==> config.mk <==
export PLATFORM = sky130hd
export DESIGN_NAME = fetch_sequencer_flat
export DESIGN_NICKNAME = d
export VERILOG_FILES = /design/src/rtl/fetch_sequencer_pkg.sv /design/src/rtl/fetch_sequencer_if.sv /design/src/rtl/saturating_counter_N.sv /design/src/rtl/fetch_sequencer.sv /design/src/flat_wrapper.sv
export SDC_FILE = /design/constraint.sdc
export NUM_CORES = 1
export LEC_CHECK = 0
export CORE_AREA = 2 2 39 41
export CTS_CLUSTER_SIZE = 30
export DETAILED_ROUTE_END_ITERATION = 10
export DIE_AREA = 0 0 41 43
export PLACE_DENSITY = 0.71
export SYNTH_ARGS = -nofsm -noshare
export SYNTH_HDL_FRONTEND = slang
export SYNTH_SLANG_ARGS = --single-unit
export TNS_END_PERCENT = 30
==> constraint.sdc <==
create_clock -name clock -period 4.75 [get_ports clock]
set_clock_uncertainty 0.15 [all_clocks]
set_input_delay 0.7125 -clock clock [delete_from_list [all_inputs] [get_ports clock]]
set_output_delay 0.7125 -clock clock [all_outputs]
set_load 0.01 [all_outputs]
==> src/rtl/fetch_sequencer_pkg.sv <==
// fetch_pkg: PC-source and sequencer-state encodings shared by the fetch
// sequencer, its interface and the bench.
package fetch_pkg;

    typedef enum logic [1:0] {
        PCSRC_SEQ     = 2'b00,   // PC+4 of the instruction in F
        PCSRC_RESTORE = 2'b01,   // PC+4 of the instruction in E
        PCSRC_TARGET  = 2'b10,   // ALU-computed target from E
        PCSRC_RESET   = 2'b11    // reset vector 0
    } pc_source_t;

    typedef enum logic [1:0] {
        FS_BOOT     = 2'b00,
        FS_RUN      = 2'b01,
        FS_WAIT_MEM = 2'b10,
        FS_HALT     = 2'b11
    } fetch_state_t;

    // Where a redirect lands: a jump or a taken branch goes to the ALU target.
    // A branch wrongly predicted taken restarts at its own PC+4.
    function automatic pc_source_t redirect_source(input logic jump, input logic taken);
        pc_source_t src;
        if (jump || taken) begin
            src = PCSRC_TARGET;
        end else begin
            src = PCSRC_RESTORE;
        end
        return src;
    endfunction

endpackage

==> src/rtl/fetch_sequencer_if.sv <==
// fetch_sequencer_if: hazard, branch-resolution and instruction-memory
// handshake signals between the fetch sequencer (master) and the fetch
// datapath/pipeline (slave).
interface fetch_sequencer_if;

    logic       stall_D;
    logic       halt_req;
    logic       imem_ready;
    logic       branch_E;
    logic       jump_E;
    logic       taken_E;
    logic       predicted_E;
    logic       target_miss_E;
    logic       predict_raw_D;

    logic       enable_fetch;
    logic [1:0] PC_source_E;
    logic       branch_prediction_D;
    logic       flush_D;
    logic       flush_E;
    logic       imem_request;
    logic       halted;

    modport master (
        input  stall_D, halt_req, imem_ready, branch_E, jump_E, taken_E,
               predicted_E, target_miss_E, predict_raw_D,
        output enable_fetch, PC_source_E, branch_prediction_D, flush_D,
               flush_E, imem_request, halted
    );

    modport slave (
        output stall_D, halt_req, imem_ready, branch_E, jump_E, taken_E,
               predicted_E, target_miss_E, predict_raw_D,
        input  enable_fetch, PC_source_E, branch_prediction_D, flush_D,
               flush_E, imem_request, halted
    );

endinterface

==> src/rtl/saturating_counter_N.sv <==
// saturating_counter_N: N-bit event counter that sticks at all-ones.
module saturating_counter_N #(
    parameter int unsigned N = 32
) (
    input  logic         clock,
    input  logic         async_reset,
    input  logic         inc,
    output logic [N-1:0] count
);

    localparam logic [N-1:0] CNT_ONE = {{(N-1){1'b0}}, 1'b1};
    localparam logic [N-1:0] CNT_MAX = {N{1'b1}};

    // Count qualifying events, holding at the maximum value.
    always_ff @(posedge clock or posedge async_reset) begin
        if (async_reset) begin
            count <= {N{1'b0}};
        end else if (inc && (count != CNT_MAX)) begin
            count <= count + CNT_ONE;
        end else begin
            count <= count;
        end
    end

endmodule

==> src/rtl/fetch_sequencer.sv <==
// fetch_sequencer: RV32I fetch-stage control. Sequences PC source/enable,
// gates the decode-stage prediction, and issues D/E flushes on redirect.
// Optional performance counters are built when FETCH_SEQ_PERF_EN is defined.
module fetch_sequencer
    import fetch_pkg::*;
#(
    parameter int unsigned BOOT_CYCLES = 2
) (
    input  logic               clock,
    input  logic               async_reset,
    fetch_sequencer_if.master  fetch
`ifdef FETCH_SEQ_PERF_EN
    ,
    output logic [31:0]        redirect_count,
    output logic [31:0]        stall_count
`endif
);

    localparam logic [1:0] ST_BOOT     = 2'b00;
    localparam logic [1:0] ST_RUN      = 2'b01;
    localparam logic [1:0] ST_WAIT_MEM = 2'b10;
    localparam logic [1:0] ST_HALT     = 2'b11;

    // BOOT is left when the counter reaches zero, so BOOT_CYCLES-1 gives
    // exactly BOOT_CYCLES cycles in BOOT after reset release.
    localparam logic [3:0] BOOT_LOAD = 4'(BOOT_CYCLES - 1);

    logic [1:0] state_r;
    logic [1:0] state_next_s;
    logic [3:0] boot_cnt_r;

    logic       rd_s;
    logic       rd_taken_s;
    logic       stall_evt_s;
    logic       enable_s;
    logic [1:0] src_s;
    logic       flush_d_s;
    logic       flush_e_s;
    logic       request_s;
    logic       halted_s;
    logic       bp_s;

    // Redirect when E resolves differently from how the front end fetched.
    always_comb begin
        rd_s = fetch.jump_E
             | (fetch.branch_E & (fetch.taken_E ^ fetch.predicted_E))
             | (fetch.branch_E & fetch.taken_E & fetch.target_miss_E);
    end

    // Output decode and next-state selection for the fetch front end.
    always_comb begin
        enable_s     = 1'b0;
        src_s        = PCSRC_SEQ;
        flush_d_s    = 1'b0;
        flush_e_s    = 1'b0;
        request_s    = 1'b0;
        halted_s     = 1'b0;
        rd_taken_s   = 1'b0;
        stall_evt_s  = 1'b0;
        state_next_s = state_r;

        if (async_reset) begin
            // Reset values apply while reset is held, not just after the edge.
            src_s        = PCSRC_RESET;
            state_next_s = ST_BOOT;
        end else begin
            case (state_r)
                ST_BOOT: begin
                    src_s     = PCSRC_RESET;
                    enable_s  = 1'b1;
                    flush_d_s = 1'b1;
                    flush_e_s = 1'b1;
                    if (boot_cnt_r == 4'd0) begin
                        state_next_s = ST_RUN;
                    end else begin
                        state_next_s = ST_BOOT;
                    end
                end
                ST_RUN, ST_WAIT_MEM: begin
                    request_s = 1'b1;
                    if (rd_s) begin
                        // Abandons any outstanding fetch; the new PC is requested next.
                        enable_s     = 1'b1;
                        flush_d_s    = 1'b1;
                        flush_e_s    = 1'b1;
                        src_s        = redirect_source(fetch.jump_E, fetch.taken_E);
                        rd_taken_s   = 1'b1;
                        state_next_s = ST_RUN;
                    end else if (fetch.halt_req) begin
                        state_next_s = ST_HALT;
                    end else if (fetch.stall_D) begin
                        flush_e_s    = 1'b1;
                        state_next_s = state_r;
                    end else if (!fetch.imem_ready) begin
                        flush_d_s    = 1'b1;
                        state_next_s = ST_WAIT_MEM;
                    end else begin
                        enable_s     = 1'b1;
                        state_next_s = ST_RUN;
                    end
                    stall_evt_s = ~enable_s;
                end
                ST_HALT: begin
                    halted_s = 1'b1;
                    if (rd_s) begin
                        // An older instruction still in E may redirect while halted.
                        enable_s     = 1'b1;
                        flush_d_s    = 1'b1;
                        flush_e_s    = 1'b1;
                        src_s        = redirect_source(fetch.jump_E, fetch.taken_E);
                        rd_taken_s   = 1'b1;
                        state_next_s = ST_HALT;
                    end else if (!fetch.halt_req) begin
                        state_next_s = ST_RUN;
                    end else begin
                        state_next_s = ST_HALT;
                    end
                end
                default: begin
                    src_s        = PCSRC_RESET;
                    state_next_s = ST_BOOT;
                end
            endcase
        end

        bp_s = fetch.predict_raw_D & enable_s & ~flush_d_s;
    end

    // Sequencer state and boot countdown.
    always_ff @(posedge clock or posedge async_reset) begin
        if (async_reset) begin
            state_r    <= ST_BOOT;
            boot_cnt_r <= BOOT_LOAD;
        end else begin
            state_r <= state_next_s;
            if ((state_r == ST_BOOT) && (boot_cnt_r != 4'd0)) begin
                boot_cnt_r <= boot_cnt_r - 4'd1;
            end else begin
                boot_cnt_r <= boot_cnt_r;
            end
        end
    end

    assign fetch.enable_fetch        = enable_s;
    assign fetch.PC_source_E         = src_s;
    assign fetch.branch_prediction_D = bp_s;
    assign fetch.flush_D             = flush_d_s;
    assign fetch.flush_E             = flush_e_s;
    assign fetch.imem_request        = request_s;
    assign fetch.halted              = halted_s;

`ifdef FETCH_SEQ_PERF_EN
    saturating_counter_N #(.N(32)) u_redirect_cnt (
        .clock       (clock),
        .async_reset (async_reset),
        .inc         (rd_taken_s),
        .count       (redirect_count)
    );

    saturating_counter_N #(.N(32)) u_stall_cnt (
        .clock       (clock),
        .async_reset (async_reset),
        .inc         (stall_evt_s),
        .count       (stall_count)
    );
`else
    logic unused_perf_s;
    assign unused_perf_s = rd_taken_s ^ stall_evt_s;
`endif

endmodule

==> src/flat_wrapper.sv <==
// flat-port wrapper written by rule: the top's interface ports become plain ports
module fetch_sequencer_flat import fetch_pkg::*;
#(
    parameter int unsigned BOOT_CYCLES = 2
)
  (clock, async_reset, fetch_stall_D, fetch_halt_req, fetch_imem_ready, fetch_branch_E, fetch_jump_E, fetch_taken_E, fetch_predicted_E, fetch_target_miss_E, fetch_predict_raw_D, fetch_enable_fetch, fetch_PC_source_E, fetch_branch_prediction_D, fetch_flush_D, fetch_flush_E, fetch_imem_request, fetch_halted);
  fetch_sequencer_if fetch_i ();
  input  logic clock;
  input  logic async_reset;
  input wire logic [$bits(fetch_i.stall_D)-1:0] fetch_stall_D;
  input wire logic [$bits(fetch_i.halt_req)-1:0] fetch_halt_req;
  input wire logic [$bits(fetch_i.imem_ready)-1:0] fetch_imem_ready;
  input wire logic [$bits(fetch_i.branch_E)-1:0] fetch_branch_E;
  input wire logic [$bits(fetch_i.jump_E)-1:0] fetch_jump_E;
  input wire logic [$bits(fetch_i.taken_E)-1:0] fetch_taken_E;
  input wire logic [$bits(fetch_i.predicted_E)-1:0] fetch_predicted_E;
  input wire logic [$bits(fetch_i.target_miss_E)-1:0] fetch_target_miss_E;
  input wire logic [$bits(fetch_i.predict_raw_D)-1:0] fetch_predict_raw_D;
  output wire logic [$bits(fetch_i.enable_fetch)-1:0] fetch_enable_fetch;
  output wire logic [$bits(fetch_i.PC_source_E)-1:0] fetch_PC_source_E;
  output wire logic [$bits(fetch_i.branch_prediction_D)-1:0] fetch_branch_prediction_D;
  output wire logic [$bits(fetch_i.flush_D)-1:0] fetch_flush_D;
  output wire logic [$bits(fetch_i.flush_E)-1:0] fetch_flush_E;
  output wire logic [$bits(fetch_i.imem_request)-1:0] fetch_imem_request;
  output wire logic [$bits(fetch_i.halted)-1:0] fetch_halted;
  assign fetch_i.stall_D = fetch_stall_D;
  assign fetch_i.halt_req = fetch_halt_req;
  assign fetch_i.imem_ready = fetch_imem_ready;
  assign fetch_i.branch_E = fetch_branch_E;
  assign fetch_i.jump_E = fetch_jump_E;
  assign fetch_i.taken_E = fetch_taken_E;
  assign fetch_i.predicted_E = fetch_predicted_E;
  assign fetch_i.target_miss_E = fetch_target_miss_E;
  assign fetch_i.predict_raw_D = fetch_predict_raw_D;
  assign fetch_enable_fetch = fetch_i.enable_fetch;
  assign fetch_PC_source_E = fetch_i.PC_source_E;
  assign fetch_branch_prediction_D = fetch_i.branch_prediction_D;
  assign fetch_flush_D = fetch_i.flush_D;
  assign fetch_flush_E = fetch_i.flush_E;
  assign fetch_imem_request = fetch_i.imem_request;
  assign fetch_halted = fetch_i.halted;
  fetch_sequencer #(.BOOT_CYCLES(BOOT_CYCLES)) u_core (.clock(clock), .async_reset(async_reset), .fetch(fetch_i));
endmodule
==> results.py <==
metrics = {
    "die": {
        "coreArea_um2": 1380,
        "row_count": 14,
        "die_w_um": 41,
        "dieHeight_um": 43,
        "start_util": 0.366,
        "die_area_um2": 1760,
        "io_pins": 19,
    },
    "worst_setup_path": {
        "cp-endpoint": "fetch_branch_prediction_D",
        "start_kind": "primary input",
        "cp_data_required_time_ps": 3890,
        "cp_common_cell": "clkdlybuf4s50_1",
        "cp-end-kind": "output port",
        "crit_type": "primary input to output port",
        "crit_path_top_delay_cell": "clkdlybuf4s50_1",
        "startpoint": "fetch_taken_E",
        "crit_chain": "clkdlybuf4s50_1 > o21a_1 > a21oi_2 > a211oi_1 > nor3_1 > clkdlybuf4s50_1",
        "ff2ff_path_depth": 5,
        "slowest_delay_ps": 560,
        "r2r_slack_ps": 2940,
        "r2r_end": "u_core.state_r[0]",
        "critical_path_depth": 6,
        "reg2reg_from": "u_core.state_r[1]",
        "cp_num_buf_inv": 2,
        "worstPathMaxFanout": 5,
        "worstPathArrival_ps": 2470,
        "critPathTopFamily": "buffers and inverters",
    },
    "cells_and_area": {
        "area_delta_synth_final_pct": 44.7,
        "layout_common_cells": "18 x clkdlybuf4s50_1, 6 x inv_1, 5 x ha_1, 5 x dfrtp_1",
        "antenna_cells": 0,
        "final_common_cell": "clkdlybuf4s50_1",
        "layout.nets": 100,
        "drive_above_1_share": 0.0964,
    },
    "cts": {
        "cts_max_path_buffers": 2,
        "cts_tree": "done",
        "clock_latency_ps": 250,
        "h-tree-depth": 1,
        "path_clk_slew_ps": 40,
        "cts_resized": 0,
        "cts_buffers": 3,
        "cts_root_buffer": "clkbuf_4",
        "cts_num_sinks": 6,
        "cts_setup_buffers": 0,
        "cts-hold-fix-buffers": 0,
    },
    "timing": {
        "timing.final.hold_violations": 0,
        "maxSlewHeadroom": 0.730,
        "min_period_ps": 3330,
        "rsz0062_at_grt": "no",
        "slew_viol_final": 0,
        "fin_tns_setup_ps": 0,
        "worst_slew_pin_slew_ps": 404,
        "setup_ws_ps": 1420,
        "fmax_mhz": 300,
        "setup-violations-final": 0,
        "fin_crit_sh": 0.701,
    },
    "drt": {
        "vias": 522,
        "wl_per_cell_um": 11.4,
        "first_pass_iters": 4,
        "vias_per_cell": 5.27,
        "drc": 0,
        "drt_iter0_markers": 5,
        "wirelength_um": 1130,
        "ant_nets": 0,
    },
    "global_routing": {
        "antenna_found_initial": 0,
        "met1_usage": 0.163,
        "grt_start_max_net_pins": 9,
        "busiest_layer": "met2",
        "overflow": 0,
        "grtUsageTotal": 0.144,
        "grt_pass1_wl_um": 1810,
        "grt_pass1_vias": 493,
        "met3_usage": 0.0209,
        "met2_usage": 0.241,
    },
    "yosys": {
        "yosysSeqAreaShare": 0.299,
        "yosysUniqueCellTypes": 27,
        "synthesis.area_um2": 507,
        "ys_warn_count": 0,
        "synth_nets": 77,
        "syn_avg_cell_area_um2": 8.31,
        "syn-instance-count": 61,
        "ys_ff_latch": 6,
    },
    "pwr": {
        "ir_worst_vdd_mv": 0.0842,
        "power_mw": 0.160,
        "power_density_nw_per_um2": 218,
        "p_leak_nw": 0.298,
    },
    "min_path": {
        "hold_class": "flop to flop",
    },
    "placement": {
        "hpwl_um": 886,
        "numPortBuffers": 18,
        "dp_slack_ps": 1430,
        "gp_congestion": 0.765,
    },
    "run": {
        "maxCapViolations": 0,
    },
    "status": {
        "status": "complete, no violations",
    },
}
[worst reg2reg max path, cell delays in order (launching register included)]
cell and delay, ps:
dfrtp_1 360, inv_1 70, ha_1 320, nor2b_1 380, and3_1 270, mux2i_1 190
[worst min path at each step]
stage                              start                    to  depth (start not counted)
floorplan           u_core.boot_cnt_r[2]  u_core.boot_cnt_r[2]                          1
global placement    u_core.boot_cnt_r[0]  u_core.boot_cnt_r[0]                          1
detailed placement  u_core.boot_cnt_r[0]  u_core.boot_cnt_r[0]                          1
CTS                 u_core.boot_cnt_r[0]  u_core.boot_cnt_r[0]                          1
global route        u_core.boot_cnt_r[0]  u_core.boot_cnt_r[0]                          1
finish              u_core.boot_cnt_r[0]  u_core.boot_cnt_r[0]                          1
[Yosys cell counts (all sizes together)]
| master | number | area (um2) |
|---|---|---|
| a211oi | 2 | 20.0 |
| a21o | 2 | 16.3 |
| a21oi | 5 | 28.8 |
| and3 | 1 | 6.26 |
| dfrtp | 5 | 125 |
| dfstp | 1 | 26.3 |
| ha | 5 | 62.6 |
| inv | 6 | 22.5 |
| mux2i | 1 | 10.0 |
| nand2 | 4 | 15.0 |
| nand3 | 3 | 15.0 |
| nand3b | 1 | 7.51 |
| nand4 | 1 | 6.26 |
| nor2 | 4 | 15.0 |
| nor2b | 4 | 25.0 |
| nor3 | 3 | 15.0 |
| o21a | 1 | 7.51 |
| o21ai | 5 | 25.0 |
| o22ai | 1 | 6.26 |
| o31ai | 2 | 15.0 |
| or3b | 1 | 11.3 |
| or4 | 1 | 7.51 |
| xnor2 | 2 | 17.5 |
[final cells by class]
class | count | area [um2]
Tap cell | 16 | 20.0
Clock buffer | 4 | 26.3
Sequential cell | 6 | 151
Multi-Input combinational cell | 49 | 333
Inverter | 6 | 22.5
Timing Repair Buffer | 18 | 180
Fill cell | 145 | 651
[metrics by stage]
stage / hold WS (ps) / instance area, um2 / instances / utilization
final: 336 / 733 / 99 / 0.530
after global routing: 343 / 733 / 99 / 0.530
after CTS: 338 / 733 / 99 / 0.530
after detailed placement: 329 / 707 / 95 / 0.511
after global placement: 329 / 707 / 95 / 0.511
after floorplan: 318 / 507 / 61 / -
[state kept, by name, summed over array words and instances (netlist names)]
register and flops:
u_core.boot_cnt_r 4, u_core.state_r 2
[where the power goes]
group	switching (mW)	internal [mW]	total, mW
sequential	0.000687	0.0525	0.0532
combinational	0.0257	0.0281	0.0538
clock	0.0208	0.0320	0.0528
[kinds of logic after synthesis]
logic type	count (synthesis)	synth area share
XOR/XNOR	2	0.0346
adder cells (fa/ha/maj)	5	0.123
buffers and inverters	6	0.0444
multiplexers	1	0.0198
AO/OA/AOI/OAI	18	0.235
AND/OR/NAND/NOR	23	0.244
flip-flops	6	0.299
[routing by layer]
| layer | part of all wire | vias up |
|---|---|---|
| met1 | 0.45 | 241 |
| met3 | 0.058 | 2 |
| met4 | 0.0089 | 0 |
| met5 | 0 | - |
| li1 | - | 262 |
| met2 | 0.48 | 17 |
Power figures use the tool's default switching activity.
